===== src/rtl/gmii_rx_fifo9_pkg.sv =====
// Shared constants and types for the GMII receive-to-FIFO path.
// Holds FSM states, framing bytes, CRC constants and status-bit layout.
`timescale 1ns/1ps
package gmii_rx_fifo9_pkg;

  typedef enum logic [2:0] {
    S_IDLE,
    S_PRE,
    S_DATA,
    S_TERM,
    S_DROP
  } state_e;

  localparam logic [7:0]  PREAMBLE_BYTE = 8'h55;
  localparam logic [7:0]  SFD_BYTE      = 8'hD5;
  localparam logic [31:0] CRC_POLY      = 32'h04C1_1DB7;
  localparam logic [31:0] CRC_RESIDUE   = 32'hC704_DD7B;

  localparam int ST_CRC_OK = 0;
  localparam int ST_OVF    = 1;
  localparam int ST_RX_ER  = 2;
  localparam int ST_RUNT   = 3;

  // Octet data enters LSB first, as it arrives on the wire.
  function automatic logic [31:0] crc32_byte(
    input logic [31:0] crc,
    input logic [7:0]  data
  );
    logic [31:0] c;
    c = crc;
    for (int i = 0; i < 8; i++) begin
      if (c[31] ^ data[i]) c = {c[30:0], 1'b0} ^ CRC_POLY;
      else                 c = {c[30:0], 1'b0};
    end
    return c;
  endfunction

endpackage


===== src/rtl/gmii_rx_fifo9_crc32_d8.sv =====
// Byte-wide Ethernet CRC-32 accumulator.
// init loads all-ones; data_en folds one octet into the register.
`timescale 1ns/1ps
module crc32_d8
  import gmii_rx_fifo9_pkg::*;
(
  input  logic        clk,
  input  logic        rst,
  input  logic        init,
  input  logic        data_en,
  input  logic [7:0]  data,
  output logic [31:0] crc
);

  logic [31:0] crc_q;
  logic [31:0] crc_d;

  always_comb begin
    crc_d = crc_q;
    if (init)         crc_d = '1;
    else if (data_en) crc_d = crc32_byte(crc_q, data);
  end

  always_ff @(posedge clk) begin
    if (rst) crc_q <= '0;
    else     crc_q <= crc_d;
  end

  assign crc = crc_q;

endmodule


===== src/rtl/gmii_rx_fifo9.sv =====
// GMII receiver: strips preamble/SFD and writes 9-bit words to a FIFO.
// Each frame that reaches DATA is followed by one status word.
`timescale 1ns/1ps
module gmii_rx_fifo9
  import gmii_rx_fifo9_pkg::*;
#(
  parameter int unsigned MIN_LEN = 64
) (
  input  logic       gmii_rx_clk,
  input  logic       sys_rst,
  input  logic       gmii_rx_dv,
  input  logic [7:0] gmii_rxd,
  input  logic       gmii_rx_er,
  output logic [8:0] din,
  input  logic       full,
  output logic       wr_en,
  output logic       wr_clk
);

  logic        dv_q, dv_d;
  logic [7:0]  rxd_q, rxd_d;
  logic        er_q, er_d;
  state_e      state_q, state_d;
  logic        ovf_q, ovf_d;
  logic        er_seen_q, er_seen_d;
  logic [15:0] cnt_q, cnt_d;
  logic        wr_en_q, wr_en_d;
  logic [8:0]  din_q, din_d;

  logic        crc_init;
  logic        crc_en;
  logic        start_frame;
  logic [31:0] crc_val;
  logic        crc_ok;
  logic [7:0]  status;

  assign wr_clk = gmii_rx_clk;
  assign din    = din_q;
  assign wr_en  = wr_en_q;

  assign dv_d  = gmii_rx_dv;
  assign rxd_d = gmii_rxd;
  assign er_d  = gmii_rx_er;

  crc32_d8 u_crc (
    .clk     (gmii_rx_clk),
    .rst     (sys_rst),
    .init    (crc_init),
    .data_en (crc_en),
    .data    (rxd_q),
    .crc     (crc_val)
  );

  assign crc_ok = (crc_val == CRC_RESIDUE);

  // A frame that overflowed or flagged rx_er is never reported good.
  always_comb begin
    status            = '0;
    status[ST_CRC_OK] = crc_ok & ~ovf_q & ~er_seen_q;
    status[ST_OVF]    = ovf_q;
    status[ST_RX_ER]  = er_seen_q;
    status[ST_RUNT]   = ({16'd0, cnt_q} < MIN_LEN);
  end

  always_comb begin
    state_d     = state_q;
    ovf_d       = ovf_q;
    er_seen_d   = er_seen_q;
    cnt_d       = cnt_q;
    wr_en_d     = 1'b0;
    din_d       = din_q;
    crc_init    = 1'b0;
    crc_en      = 1'b0;
    start_frame = 1'b0;
    unique case (state_q)
      S_IDLE: begin
        if (dv_q) begin
          if (rxd_q == PREAMBLE_BYTE) state_d = S_PRE;
          else if (rxd_q == SFD_BYTE) start_frame = 1'b1;
          else state_d = S_DROP;
        end
      end
      S_PRE: begin
        if (!dv_q) state_d = S_IDLE;
        else if (rxd_q == SFD_BYTE) start_frame = 1'b1;
        else if (rxd_q != PREAMBLE_BYTE) state_d = S_DROP;
      end
      S_DATA: begin
        if (dv_q) begin
          crc_en = 1'b1;
          if (cnt_q != 16'hFFFF) cnt_d = cnt_q + 16'd1;
          if (er_q) er_seen_d = 1'b1;
          if (ovf_q || full) begin
            ovf_d = 1'b1;
          end else begin
            wr_en_d = 1'b1;
            din_d   = {1'b1, rxd_q};
          end
        end else begin
          state_d = S_TERM;
        end
      end
      S_TERM: begin
        if (!full) begin
          wr_en_d = 1'b1;
          din_d   = {1'b0, status};
          state_d = dv_q ? S_DROP : S_IDLE;
        end
      end
      S_DROP: begin
        if (!dv_q) state_d = S_IDLE;
      end
      default: state_d = S_IDLE;
    endcase
    if (start_frame) begin
      state_d   = S_DATA;
      ovf_d     = 1'b0;
      er_seen_d = 1'b0;
      cnt_d     = '0;
      crc_init  = 1'b1;
    end
  end

  always_ff @(posedge gmii_rx_clk) begin
    if (sys_rst) begin
      dv_q      <= 1'b0;
      rxd_q     <= '0;
      er_q      <= 1'b0;
      state_q   <= S_IDLE;
      ovf_q     <= 1'b0;
      er_seen_q <= 1'b0;
      cnt_q     <= '0;
      wr_en_q   <= 1'b0;
      din_q     <= '0;
    end else begin
      dv_q      <= dv_d;
      rxd_q     <= rxd_d;
      er_q      <= er_d;
      state_q   <= state_d;
      ovf_q     <= ovf_d;
      er_seen_q <= er_seen_d;
      cnt_q     <= cnt_d;
      wr_en_q   <= wr_en_d;
      din_q     <= din_d;
    end
  end

endmodule

===== config.mk =====
export PLATFORM = sky130hd
export DESIGN_NAME = gmii_rx_fifo9
export DESIGN_NICKNAME = d
export VERILOG_FILES = /design/src/rtl/gmii_rx_fifo9_pkg.sv /design/src/rtl/gmii_rx_fifo9_crc32_d8.sv /design/src/rtl/gmii_rx_fifo9.sv
export SDC_FILE = /design/constraint.sdc
export NUM_CORES = 1
export LEC_CHECK = 0
export CAP_MARGIN = 20
export CORE_UTILIZATION = 60
export DETAILED_ROUTE_END_ITERATION = 7
export HOLD_SLACK_MARGIN = 0.06
export PLACE_DENSITY = 0.81
export SLEW_MARGIN = 30
export SYNTH_ARGS = -nofsm -noshare
export SYNTH_HDL_FRONTEND = slang
export SYNTH_SLANG_ARGS = --single-unit
export TNS_END_PERCENT = 1

===== constraint.sdc =====
create_clock -name gmii_rx_clk -period 3 [get_ports gmii_rx_clk]
set_input_delay 0.75 -clock gmii_rx_clk [delete_from_list [all_inputs] [get_ports gmii_rx_clk]]
set_output_delay 0.75 -clock gmii_rx_clk [all_outputs]
set_load 0.02 [all_outputs]

== Word level (Yosys, flattened, before mapping) ==
Index checks and enable logic that the tools add are counted.

* Muxes and demuxes: 52
* Equal/unequal tests: 25
* Add/sub/neg operators: 1
* Bitwise operators: 20
* $lt $le $gt $ge: 1
* Reduce and logical (&&, ||, !) cells: 11

{| class="wikitable"
|+ Operators with widths
! kind !! count
|-
| 2-to-1 mux 32 bit || 16
|-
| 2-to-1 mux 27 bit || 8
|-
| inverter 14 bit || 8
|-
| equality test 32 bit (second input constant) || 1
|-
| 2-to-1 mux 3 bit || 10
|-
| 2-to-1 mux 9 bit || 3
|-
| != test 3 bit (second input constant) || 7
|-
| one-hot mux 9 bit (2 select lines) || 1
|-
| adder 16 x 1 -> 16 bit (second input constant) || 1
|-
| < comparator 16 x 7 -> 1 bit (second input constant) || 1
|-
| != test 16 bit (second input constant) || 1
|-
| one-hot mux 3 bit (5 select lines) || 1
|-
| AND reduction 7 bit || 2
|-
| != test 2 bit (second input constant) || 6
|-
| != test 4 bit (second input constant) || 3
|-
| 2-to-1 mux 1 bit || 10
|-
| AND reduction 3 bit || 3
|-
| equality test 8 x 7 -> 1 bit (second input constant) || 1
|-
| equality test 8 bit (second input constant) || 1
|-
| != test 8 x 7 -> 1 bit (second input constant) || 1
|-
| bitwise XOR 1 bit || 8
|-
| equality test 3 x 2 -> 1 bit (second input constant) || 2
|-
| one-hot mux 1 bit (2 select lines) || 2
|-
| AND reduction 4 bit || 1
|-
| other kinds (9) || 12
|}

* Logic and storage cells: 121
* Input port bits: 13
* Output and inout bits: 11
* Flip-flop bits (word level): 73

== Depth between registers and ports, before layout ==
* Word-level depth: 35
* Mapped depth: 8
* Mapped depth without buffers: 6

== Cells and area by module ==
A second synthesis with hierarchy kept.

* Cells, all modules: 431
* Area total of the unflattened synthesis: 4017.6 µm²

{| class="wikitable"
|+ By module, submodules not included
! module !! instances !! sequential area each (µm²) !! cells an instance !! area each (µm²)
|-
| crc32_d8 || 1 || 640.6 || 215 || 2123.3
|-
| gmii_rx_fifo9 || 1 || 820.8 || 216 || 1894.3
|}

==> run_results.csv <==
group,metric,value,unit
place,hpwl,5530,µm
timing,hold_violations,0,
timing,setup-violations-final,0,
setup_path,end_kind,"output pin",
place,port_buffers,23,
flow_run,drv_cap,0,
yosys,synth.net_count,405,
yosys,synth_top_family_by_area,"XOR/XNOR gates",
setup_path,regToRegEndpoint,"cnt_q[3]",
route,routed_wl,8060,µm
pwr,ir_drop,0.462,mV
timing,clock_skew,0.00902,ns
yosys,synth_sequential_area_ratio,0.394,
route,via_per_inst,5.84,
timing,fin_setup_tns,0,ns
yosys,yosysMostFrequentCell,"dfxtp_1",
place,gp_congestion,0.859,
route,drt_iter0_markers,194,
yosys,netlist_area,3710,µm²
final_layout,syn_to_final_growth,12.8,%
yosys,synth_compound_area_frac,0.121,
timing,hold_slack,0.486,ns
route,drc,0,
floorplan,core,5960,µm²
timing,rsz0062_at_grt,"false",
setup_path,reg2reg_depth,5,
clock_tree,insertion_delay,0.45,ns
final_layout,antenna_cells,0,
global_routing,track_usage,0.270,
yosys,synth-edff-count,0,
yosys,synthCells,391,
pwr,internal-power,1.54,mW
pwr,pwr-share-seq,0.480,
pwr,power.switching,0.528,mW
yosys,yosys_warnings,0,
outcome,outcome,"finished clean",
setup_path,critical_path.startpoint,"gmii_rx_clk",
yosys,syn_area_per_cell,9.49,µm²
route,drt-wirelength-per-cell,16.4,µm
timing,slew_headroom,0.540,
yosys,ys_seq_elements,73,
floorplan,rows,28,
final_layout,fin_area,4180,µm²
setup_path,crit_fanout,2,
pwr,pwr-share-clk,0.410,
yosys,yosys.area_share.simple,0.192,
yosys,synthAdderAreaFrac,0.00337,
yosys,yosys.area.top_type,"dfxtp_1",
final_layout,final_nets,426,
floorplan,dieArea,6500,µm²
pwr,comb_power_share,0.111,
setup_path,endpoint,"wr_clk",
setup_path,r2r-start,"state_q[1]",
pwr,power_per_cell_area,493,nW/µm²
pwr,swShare,0.256,
yosys,yosys-top-cells-count,"dfxtp_1, nor2_1, xnor2_1, a211oi_1, xor2_1",
clock_tree,cts.clk_slew.worst_paths,0.07,ns
setup_path,worstPathArrival,2.04,ns
floorplan,ios,24,
floorplan,fp.dieW,80.6,µm
yosys,synth_async_sr_flop_share,0,
pwr,total_power,2.06,mW
yosys,synth.area.top_cells,"dfxtp_1, xnor2_1, a211oi_1",
yosys,synth_top_area_frac,0.394,
setup_path,reg2reg_setup_slack,0.71,ns
global_routing,grt_max_degree,34,
route,first_pass_iters,5,
timing,slew_viol_final,0,
route,routed-via-count,2875,
setup_path,cp-start-kind,"clock port",
setup_path,criticalPathCategory,"clk2out",
global_routing,overflow,0,
yosys,synthXorXnorAreaFrac,0.242,
floorplan,initial_core_util,0.623,
setup_path,worstPathRequired,2.25,ns
clock_tree,cts_tree,"yes",
final_layout,finish.utilization,0.703,
place,placed_area,3960,µm²
final_layout,drive_above_1_share,0.0983,
floorplan,dieHeight,80.6,µm
global_routing,first_global_vias,2729,
yosys,muxShareOfSynthArea,0.00809,
yosys,ys.flop_type,"dfxtp_1",
yosys,ys_types,50,
timing,worstMarginPinSlew,0.685,ns
route,ant_nets,0,
pwr,p_leak,1.42,nW
global_routing,antenna_found_initial,0,
hold_path,min_path_type,"reg2reg",
global_routing,grt_pass1_wl,13200,µm
[what timing repair did]
action                     CTS  global route
resized for setup            1             0
hold buffers                 0             0
buffers inserted             0             0
setup endpoints to repair    1             0
[kinds of logic after synthesis]
kind of cell,Yosys count
adder cells (fa/ha/maj),1
multiplexers,3
flip-flops,73
XOR/XNOR,82
AO/OA/AOI/OAI,65
AND/OR/NAND/NOR,139
buffers and inverters,28
[state kept, by name, summed over array words and instances (netlist names)]
register and cells:
din 9, er_q 1, dv_q 1, cnt_q 16
state_q 3, u_crc.crc 32, rxd_q 8, ovf_q 1
er_seen_q 1, wr_en 1
[cells in the final DEF, fill, tap and decap left out, types with 2 or more instances in the layout]
master,count
a2111oi_0,4
a211oi_1,32
a21oi_1,12
a22oi_1,4
and3_1,3
buf_4,5
clkbuf_8,14
clkdlybuf4s50_1,21
clkinvlp_4,3
dfxtp_1,73
inv_1,7
mux2i_1,3
nand2_1,9
nand2b_1,3
nand3_1,9
nand3b_1,2
nand4_1,4
nand4b_1,5
nor2_1,60
nor2b_1,14
nor3_1,10
nor4_1,8
nor4b_1,2
o21ai_0,2
o22ai_1,8
or4_1,2
xnor2_1,45
xnor2_2,7
xnor3_1,2
xor2_1,22
xor3_1,2
[critical path, stage by stage]
cell and delay [ns]:
clkbuf_8 0.11, clkbuf_8 0.12, dlygate4sd2_1 0.31
[stage by stage]
stage          std cells  worst slack (ns)
2_1_floorplan        391             0.616
6_report             492             0.214
3_5_place_dp         473             0.242
4_1_cts              492             0.208
5_1_grt              492             0.204
3_3_place_gp         473             0.242
[power groups by stage]
stage | clock, mW | sequential, mW | combinational, mW
floorplan | 0.0389 | 1.01 | 0.185
global placement | 0.0448 | 1.01 | 0.222
detailed placement | 0.0448 | 1.01 | 0.225
CTS | 0.862 | 0.990 | 0.227
global route | 0.902 | 0.991 | 0.244
finish | 0.845 | 0.990 | 0.228
[layout make-up]
cell class | count | area [µm²]
fill | 464 | 1770
clock inverter | 4 | 27.5
inverter | 7 | 26.3
multi-input combinational | 290 | 2120
timing repair buffer | 27 | 253
clock buffer | 16 | 205
tap | 75 | 93.8
sequential | 73 | 1460
[worst min-delay path by stage]
stage	cells after the start	end	start	slack, ns
global placement	2	din[8]	din[8]	0.48
finish	2	din[8]	din[8]	0.49
global route	2	din[8]	din[8]	0.51
CTS	2	din[8]	din[8]	0.49
floorplan	2	er_seen_q	er_q	0.43
detailed placement	2	din[8]	din[8]	0.47
[metal layers]
metal  share of wire  up-vias  GRT usage  wire (µm)
li1                -     1409          -          -
met1            0.45     1364      0.359       3630
met2            0.47       87      0.414       3830
met3           0.057       15     0.0557        461
met4           0.017        0      0.132        140
met5               0        -          0          0
(Power assumes the default switching activity.)
